<file path="src/rtl/adders_pkg.sv">
// Shared definitions for the adder/ALU datapath blocks.
//   ADD/SUB  : op-mode encodings for the 'sub' input
//   DEF_*    : default operand width and ripple-segment size
//   chunk_ok : legality of a WIDTH/CHUNK split into equal ripple segments
package adders_pkg;
  localparam logic ADD = 1'b0;
  localparam logic SUB = 1'b1;

  localparam int DEF_WIDTH = 16;
  localparam int DEF_CHUNK = 4;

  function automatic bit chunk_ok(input int w, input int c);
    return (w >= 1) && (c >= 1) && (c <= w) && ((w % c) == 0);
  endfunction
endpackage

</file>
<file path="src/rtl/rca_stage.sv">
// One pipeline stage of pipe_rca: CHUNK-bit combinational ripple slice
// followed by registered sum chunk, carry-out, overflow and valid bit.
//   clk, rst_n : clock, async active-low reset
//   i_en       : pipeline advance enable
//   i_vld      : valid bit of the slot entering this stage
//   i_c        : carry into the slice
//   i_a, i_b   : operand chunk (i_b already inverted for subtract)
//   o_sum      : registered sum chunk
//   o_c        : registered carry out of the slice
//   o_ovf      : registered carry-in-to-MSB XOR carry-out of the slice
//   o_vld      : registered valid bit
module rca_stage import adders_pkg::*; #(
  parameter int CHUNK = DEF_CHUNK
) (
  input  logic             clk,
  input  logic             rst_n,
  input  logic             i_en,
  input  logic             i_vld,
  input  logic             i_c,
  input  logic [CHUNK-1:0] i_a,
  input  logic [CHUNK-1:0] i_b,
  output logic [CHUNK-1:0] o_sum,
  output logic             o_c,
  output logic             o_ovf,
  output logic             o_vld
);
  logic [CHUNK:0]   w_c;
  logic [CHUNK-1:0] w_sum;

  always_comb begin
    w_c    = '0;
    w_sum  = '0;
    w_c[0] = i_c;
    for (int i = 0; i < CHUNK; i++) begin
      w_sum[i]  = i_a[i] ^ i_b[i] ^ w_c[i];
      w_c[i+1]  = (i_a[i] & i_b[i]) | (w_c[i] & (i_a[i] ^ i_b[i]));
    end
  end

  // Data registers load every enabled cycle regardless of valid; only the
  // valid bit decides whether the slot means anything downstream.
  always_ff @(posedge clk or negedge rst_n) begin
    if (!rst_n) begin
      o_sum <= '0;
      o_c   <= 1'b0;
      o_ovf <= 1'b0;
      o_vld <= 1'b0;
    end else if (i_en) begin
      o_sum <= w_sum;
      o_c   <= w_c[CHUNK];
      o_ovf <= w_c[CHUNK] ^ w_c[CHUNK-1];
      o_vld <= i_vld;
    end
  end
endmodule

</file>
<file path="src/rtl/pipe_rca.sv">
// Pipelined ripple-carry adder/subtractor with valid/ready handshake.
// WIDTH bits are split into NSTAGE = WIDTH/CHUNK ripple segments, one per
// stage, with the carry registered between stages.
//   clk, rst_n          : clock, async active-low reset
//   in_valid / in_ready : operand handshake (in_ready = pipeline enable)
//   a, b, cin, sub      : operands, carry/borrow-in, 0=add 1=subtract
//   out_valid/out_ready : result handshake
//   s, cout, ovf        : sum/difference, MSB carry-out, signed overflow
module pipe_rca import adders_pkg::*; #(
  parameter  int WIDTH  = DEF_WIDTH,
  parameter  int CHUNK  = DEF_CHUNK,
  localparam int NSTAGE = WIDTH / CHUNK
) (
  input  logic             clk,
  input  logic             rst_n,
  input  logic             in_valid,
  output logic             in_ready,
  input  logic [WIDTH-1:0] a,
  input  logic [WIDTH-1:0] b,
  input  logic             cin,
  input  logic             sub,
  output logic             out_valid,
  input  logic             out_ready,
  output logic [WIDTH-1:0] s,
  output logic             cout,
  output logic             ovf
);
  if (!chunk_ok(WIDTH, CHUNK)) begin : g_bad_cfg
    $error("pipe_rca: WIDTH (%0d) must be a positive multiple of CHUNK (%0d)", WIDTH, CHUNK);
  end

  logic                w_en;
  logic [NSTAGE-1:0]   w_vin, w_cin, w_vld, w_co, w_ovf;
  logic [CHUNK-1:0]    w_sum [NSTAGE];
  // w_ain/w_bin: operands entering stage k; r_a/r_b: same, delayed past it.
  logic [WIDTH-1:0]    w_ain [NSTAGE];
  logic [WIDTH-1:0]    w_bin [NSTAGE];
  logic [WIDTH-1:0]    r_a   [NSTAGE];
  logic [WIDTH-1:0]    r_b   [NSTAGE];
  // r_s[k]: result chunks below k travelling alongside stage k;
  // w_res[k]: those plus the chunk stage k just produced.
  logic [WIDTH-1:0]    w_pre [NSTAGE];
  logic [WIDTH-1:0]    r_s   [NSTAGE];
  logic [WIDTH-1:0]    w_res [NSTAGE];

  assign w_en     = !w_vld[NSTAGE-1] || out_ready;
  assign in_ready = w_en;

  for (genvar k = 0; k < NSTAGE; k++) begin : g_stage
    if (k == 0) begin : g_head
      assign w_ain[k] = a;
      assign w_bin[k] = (sub == SUB) ? ~b : b;
      assign w_cin[k] = cin ^ sub;
      assign w_vin[k] = in_valid;
      assign w_pre[k] = '0;
    end else begin : g_body
      assign w_ain[k] = r_a[k-1];
      assign w_bin[k] = r_b[k-1];
      assign w_cin[k] = w_co[k-1];
      assign w_vin[k] = w_vld[k-1];
      assign w_pre[k] = w_res[k-1];
    end

    rca_stage #(.CHUNK(CHUNK)) u_stage (
      .clk   (clk),
      .rst_n (rst_n),
      .i_en  (w_en),
      .i_vld (w_vin[k]),
      .i_c   (w_cin[k]),
      .i_a   (w_ain[k][k*CHUNK +: CHUNK]),
      .i_b   (w_bin[k][k*CHUNK +: CHUNK]),
      .o_sum (w_sum[k]),
      .o_c   (w_co[k]),
      .o_ovf (w_ovf[k]),
      .o_vld (w_vld[k])
    );

    // Chunk k of r_s[k] is always zero, so OR-ing the new chunk in is exact.
    assign w_res[k] = r_s[k] | (WIDTH'(w_sum[k]) << (k*CHUNK));

    always_ff @(posedge clk or negedge rst_n) begin
      if (!rst_n) begin
        r_a[k] <= '0;
        r_b[k] <= '0;
        r_s[k] <= '0;
      end else if (w_en) begin
        r_a[k] <= w_ain[k];
        r_b[k] <= w_bin[k];
        r_s[k] <= w_pre[k];
      end
    end
  end

  assign out_valid = w_vld[NSTAGE-1];
  assign s         = w_res[NSTAGE-1];
  assign cout      = w_co[NSTAGE-1];
  assign ovf       = w_ovf[NSTAGE-1];

  // Operand copies past the last stage and intermediate overflow bits are
  // never consumed.
  logic w_unused;
  assign w_unused = ^{r_a[NSTAGE-1], r_b[NSTAGE-1], w_ovf};
endmodule

</file>
<file path="config.mk">
export PLATFORM = sky130hd
export DESIGN_NAME = pipe_rca
export DESIGN_NICKNAME = d
export VERILOG_FILES = /design/src/rtl/adders_pkg.sv /design/src/rtl/rca_stage.sv /design/src/rtl/pipe_rca.sv
export SDC_FILE = /design/constraint.sdc
export NUM_CORES = 1
export LEC_CHECK = 0
export CORE_ASPECT_RATIO = 2
export CORE_UTILIZATION = 50
export CTS_BUF_LIST = sky130_fd_sc_hd__clkbuf_2 sky130_fd_sc_hd__clkbuf_4 sky130_fd_sc_hd__clkbuf_8
export DETAILED_ROUTE_END_ITERATION = 10
export GPL_ROUTABILITY_DRIVEN = 0
export PLACE_DENSITY_LB_ADDON = 0.3
export SETUP_SLACK_MARGIN = 0.4
export SYNTH_ARGS = -nofsm -noshare
export SYNTH_HDL_FRONTEND = slang
export SYNTH_SLANG_ARGS = --single-unit
</file>
<file path="constraint.sdc">
create_clock -name clk -period 3.05 [get_ports clk]
set_input_delay 0.915 -clock clk [delete_from_list [all_inputs] [get_ports clk]]
set_output_delay 0.915 -clock clk [all_outputs]
set_load 0.005 [all_outputs]
</file>
== After elaboration in Yosys (flattened, before gate mapping) ==
Index checks and enable logic that the tools add are counted.

* Mux-type cells: 1
* Bitwise logic cells: 86
* Reduce and logical (&&, ||, !) cells: 2

{| class="wikitable"
|+ Operators with widths
! cell !! count
|-
| $xor 1x1->1 || 34
|-
| $and 1x1->1 || 32
|-
| $mux 16 || 1
|-
| $not 16->16 || 1
|-
| $or 1x1->1 || 16
|-
| $or 16x12->16 || 1
|-
| $or 16x16->16 || 1
|-
| $or 4x8->8 || 1
|-
| $logic_not 1->1 || 1
|-
| $logic_or 1x1->1 || 1
|}

* Register bits after elaboration: 157
* Output and inout bits: 20
* Word-level logic and storage cells: 111

== Logic depth before layout (Yosys ltp) ==
* Depth after elaboration: 11
* Gate-level depth with buffers: 11
* Gate-level depth less buffers: 9

== Hierarchy ==
A second synthesis with hierarchy kept.

* Cell total of the unflattened synthesis: 304
* Area total of the unflattened synthesis: 4918.5 µm²

{| class="wikitable"
|+ Modules (own cells, without submodules)
! module !! instances !! cells each !! area each (µm²) !! seq. area each (µm²)
|-
| pipe_rca || 1 || 184 || 3306.9 || 1801.7
|-
| rca_stage || 4 || 30 || 402.9 || 175.2
|}

== Worst setup path before layout ==
Ideal clock, no wire load.

* Path kind: input to register
* Start point: input sub
* End point: register g_stage[0].u_stage.o_sum[3]
* Arrival time: 3109 ps
* Setup slack: -184 ps
* Cell stages on the path: 11
* Path buffers: 2
* Cell sequence: buf_2 -> buf_4 -> xnor2_1 -> fa_1 -> inv_1 -> fa_1 -> inv_1 -> fa_1 -> inv_1 -> fa_1 -> mux2_2

* Cells in the longest elaborated chain, start to end: 9

{| class="wikitable"
|+ Ends and longest elaborated chain
! what !! RTL line !! source
|-
| from (decl) || pipe_rca.sv:21 || <nowiki>input logic sub,</nowiki>
|-
| $mux 16 || pipe_rca.sv:52 || <nowiki>assign w_bin[k] = (sub == SUB) ? ~b : b;</nowiki>
|-
| $xor 1x1->1 || rca_stage.sv:36 || <nowiki>w_c[i+1] = (i_a[i] & i_b[i]) | (w_c[i] & (i_a[i] ^ i_b[i]));</nowiki>
|-
| $and 1x1->1 || rca_stage.sv:36 ||
|-
| $or 1x1->1 || rca_stage.sv:36 ||
|-
| $and 1x1->1 || rca_stage.sv:36 ||
|-
| $or 1x1->1 || rca_stage.sv:36 ||
|-
| $and 1x1->1 || rca_stage.sv:36 ||
|-
| $or 1x1->1 || rca_stage.sv:36 ||
|-
| $xor 1x1->1 (*) || rca_stage.sv:35 || <nowiki>w_sum[i] = i_a[i] ^ i_b[i] ^ w_c[i];</nowiki>
|-
| via g_stage[0].u_stage.w_sum[3] || rca_stage.sv:28 || <nowiki>logic [CHUNK-1:0] w_sum;</nowiki>
|-
| to (signal assigned) || rca_stage.sv:49 || <nowiki>o_sum <= w_sum;</nowiki>
|-
| to (decl) || rca_stage.sv:22 || <nowiki>output logic [CHUNK-1:0] o_sum,</nowiki>
|}

The timed path passes the listed nets; every way through them passes the cells marked *.
A chain may end at the register's enable or synchronous reset.

== Worst setup path after layout ==
Ends and elaborated chain as after synthesis.

==> metrics.md <==
| Metric | Value |
|---|---|
| WL per Instance | between 15 and 20 um |
| Crit end category | flip-flop |
| Synth Register Bits | 97 |
| RSZ-0062 raised after global routing | yes |
| Initial DRC Count | 98 |
| Final nets | 393 |
| Cells after synthesis | 293 |
| Leakage | approximately 2.3 nW |
| Post-synthesis sequential area ratio | 55.75% |
| Num CTS Buffers | 9 |
| PwrDens | 939.3 mW/mm^2 |
| Fmax | around 0.38 GHz |
| Area Overhead vs Synth | 19.66% |
| Critical Path AT | 2.86 ns |
| GR Overflow Total | 0 |
| Status | finished, final reports clean |
| First-pass DRT Iterations | 4 |
| Largest net degree at the start of global routing | 98 |
| Die Wd | 67.99 um |
| Critical path startpoint category | input port |
| CP max FO | 4 |
| Synthesized cell area | 0.004354 mm^2 |
| Post-Synthesis Net Count | 347 |
| Rows | 47 |
| HP Class | flip-flop to flip-flop |
| Crit path kind | input port to flip-flop |
| Final HPWL DP | roughly 4700 um |
| Hold buffer count at CTS | 0 |
| Rel. slew slack | a little over three fifths |
| VDD IR max | 0.0005039 V |
| Commonest cells after routing, fill and taps aside | 97 x dfrtp_1, 78 x mux2_2, 49 x clkdlybuf4s50_1, 22 x inv_1, 14 x clkbuf_8 |
| DR vias/cell | between 5 and 6 |
| Area contributors post-synth | dfrtp_1 56%, mux2_2 20%, fa_1 7.4% |
| # DRC | 0 |
| Die Y | 134.0 um |
| Worst Clk Skew | about 0.0053 ns |
| Initial antenna violation count | 0 |
| Worst-Margin Slew | 0.5536 ns |
| Max Cap Viol | 0 |
| CTS tree | done |
| Clk sinks | 97 |
| Avg Inst Size Synth | between 10 and 15 um^2 |
| PortBufs | 57 |
| Setup TNS | 0 ns |
| Global-route wire length before repair | approximately 12000 um |
| Cell taking the most area after synthesis | dfrtp_1 |
| Layout cell share with drive strength beyond 1 | between 30% and 40% |
| Synth warnings | 0 |
| All-Layer GR Usage | 17.33% |
| Vias in the first global route | 2424 |
| Yosys cell types | 17 |
| Clk slew on worst S/H paths | 0.08 ns |
| Die Area | just over 0.009 mm^2 |
| Fin crit share | 85.94% |
| ANT nets after route | 0 |
| Initial Utilization | 52.14% |
| Root Buffer | clkbuf_8 |
| Io pins | 58 |
| Core area | between 0.008 and 0.009 mm^2 |
| H-tree depth | 3 |
| Final Util | 62.39% |
| Post-CTS Setup Bufs | 0 |
| Total Wirelength | 6828 um |
| Antenna Cells | 0 |
| Final Hold Viols | 0 |
| CP required | approximately 3.3 ns |
| Routed vias | ~2200 |
| Synth top area share | ~56% |
| Clk Latency, worst-skew pair | 0.35 ns |
| Fin crit period | 2.621 ns |
| Max Root-Sink Buffers | 2 |
| Final max-slew violation count | 0 |
| Endpoints failing setup | 0 |
| Most common cell after layout, fill and taps aside | dfrtp_1 |
[critical path, cell delays in order]
cell	delay, ns
buf_12	0.12
xnor2_4	0.14
fa_2	0.36
inv_2	0.07
fa_2	0.19
inv_2	0.04
fa_2	0.32
inv_2	0.07
fa_1	0.38
mux2_4	0.26
[stage by stage]
stage | hold slack, ns | instances | instance area (um^2) | power, mW | setup slack [ns]
6_report | 0.4701 | 442 | 5210 | 4.894 | 0.4289
2_1_floorplan | 0.4305 | 293 | 4407 | 3.538 | -0.02332
3_5_place_dp | 0.4554 | 426 | 4947 | 4.057 | -0.4439
3_3_place_gp | 0.4563 | 426 | 4947 | 3.979 | -0.4151
4_1_cts | 0.4741 | 442 | 5180 | 4.971 | 0.3232
5_1_grt | 0.4986 | 442 | 5210 | 5.275 | 0.3981
[sequential cells by signal, indices dropped and copies added (netlist names)]
register	count
r_b	24
g_stage.u_stage.o_ovf	1
g_stage.u_stage.o_vld	4
g_stage.u_stage.o_sum	16
g_stage.u_stage.o_c	4
r_a	24
r_s	24
[cell type report]
cell class                      instances  area [um^2]
Timing Repair Buffer                   62        636.9
Clock buffer                           15        200.2
Sequential cell                        97         2427
Inverter                               26        97.59
Tap cell                               98        122.6
Clock inverter                          1        30.03
Fill cell                             649         3141
Multi-Input combinational cell        143         1695
[routing by layer]
metal,global-route usage (%),part of all wire [%],up-vias
met2,28.00,54,41
met4,7.639,1.4,0
met5,0,0,-
met1,22.02,41,1149
li1,-,-,1038
met3,3.316,2.9,5
[cell usage after synthesis (all sizes together)]
cell / number
a21oi: 11
xnor2: 6
fa: 16
inv: 26
dfrtp: 97
nor3b: 11
nand2b: 2
clkbuf: 2
buf: 25
xor2: 12
mux2i: 2
mux2: 83
[kinds of logic after synthesis]
logic type,Yosys count,synth area share [%]
flops,97,55.75
mux,85,22.27
buf+inv,53,6.609
xor+xnor,18,3.621
fa+ha+maj,16,7.356
simple gates,13,2.356
compound gates,11,2.040
[power by group]
part	internal (mW)	switching [mW]	total [mW]
logic	1.12	0.673	1.79
clock network	0.501	0.399	0.900
registers	1.87	0.335	2.20
total	3.49	1.41	4.89
[worst paths after layout]
path	start	to	slack, ns	cells past startpoint
min in group asynchronous	rst_n	r_s[1]	0.55	1
setup / recovery	sub	g_stage[0].u_stage.o_sum[3]	0.43	10
max in group asynchronous	rst_n	r_s[16]	1.81	2
setup reg to reg	g_stage[2].u_stage.o_c	g_stage[3].u_stage.o_ovf	0.62	9
hold / removal	g_stage[2].u_stage.o_vld	g_stage[3].u_stage.o_vld	0.47	1
hold reg to reg	g_stage[2].u_stage.o_vld	g_stage[3].u_stage.o_vld	0.47	1
[timing repair]
action                     CTS  global route
setup endpoints to repair    4             1
pin swaps                    5             6
resized for setup           21             8
Power figures use the tool's default switching activity.
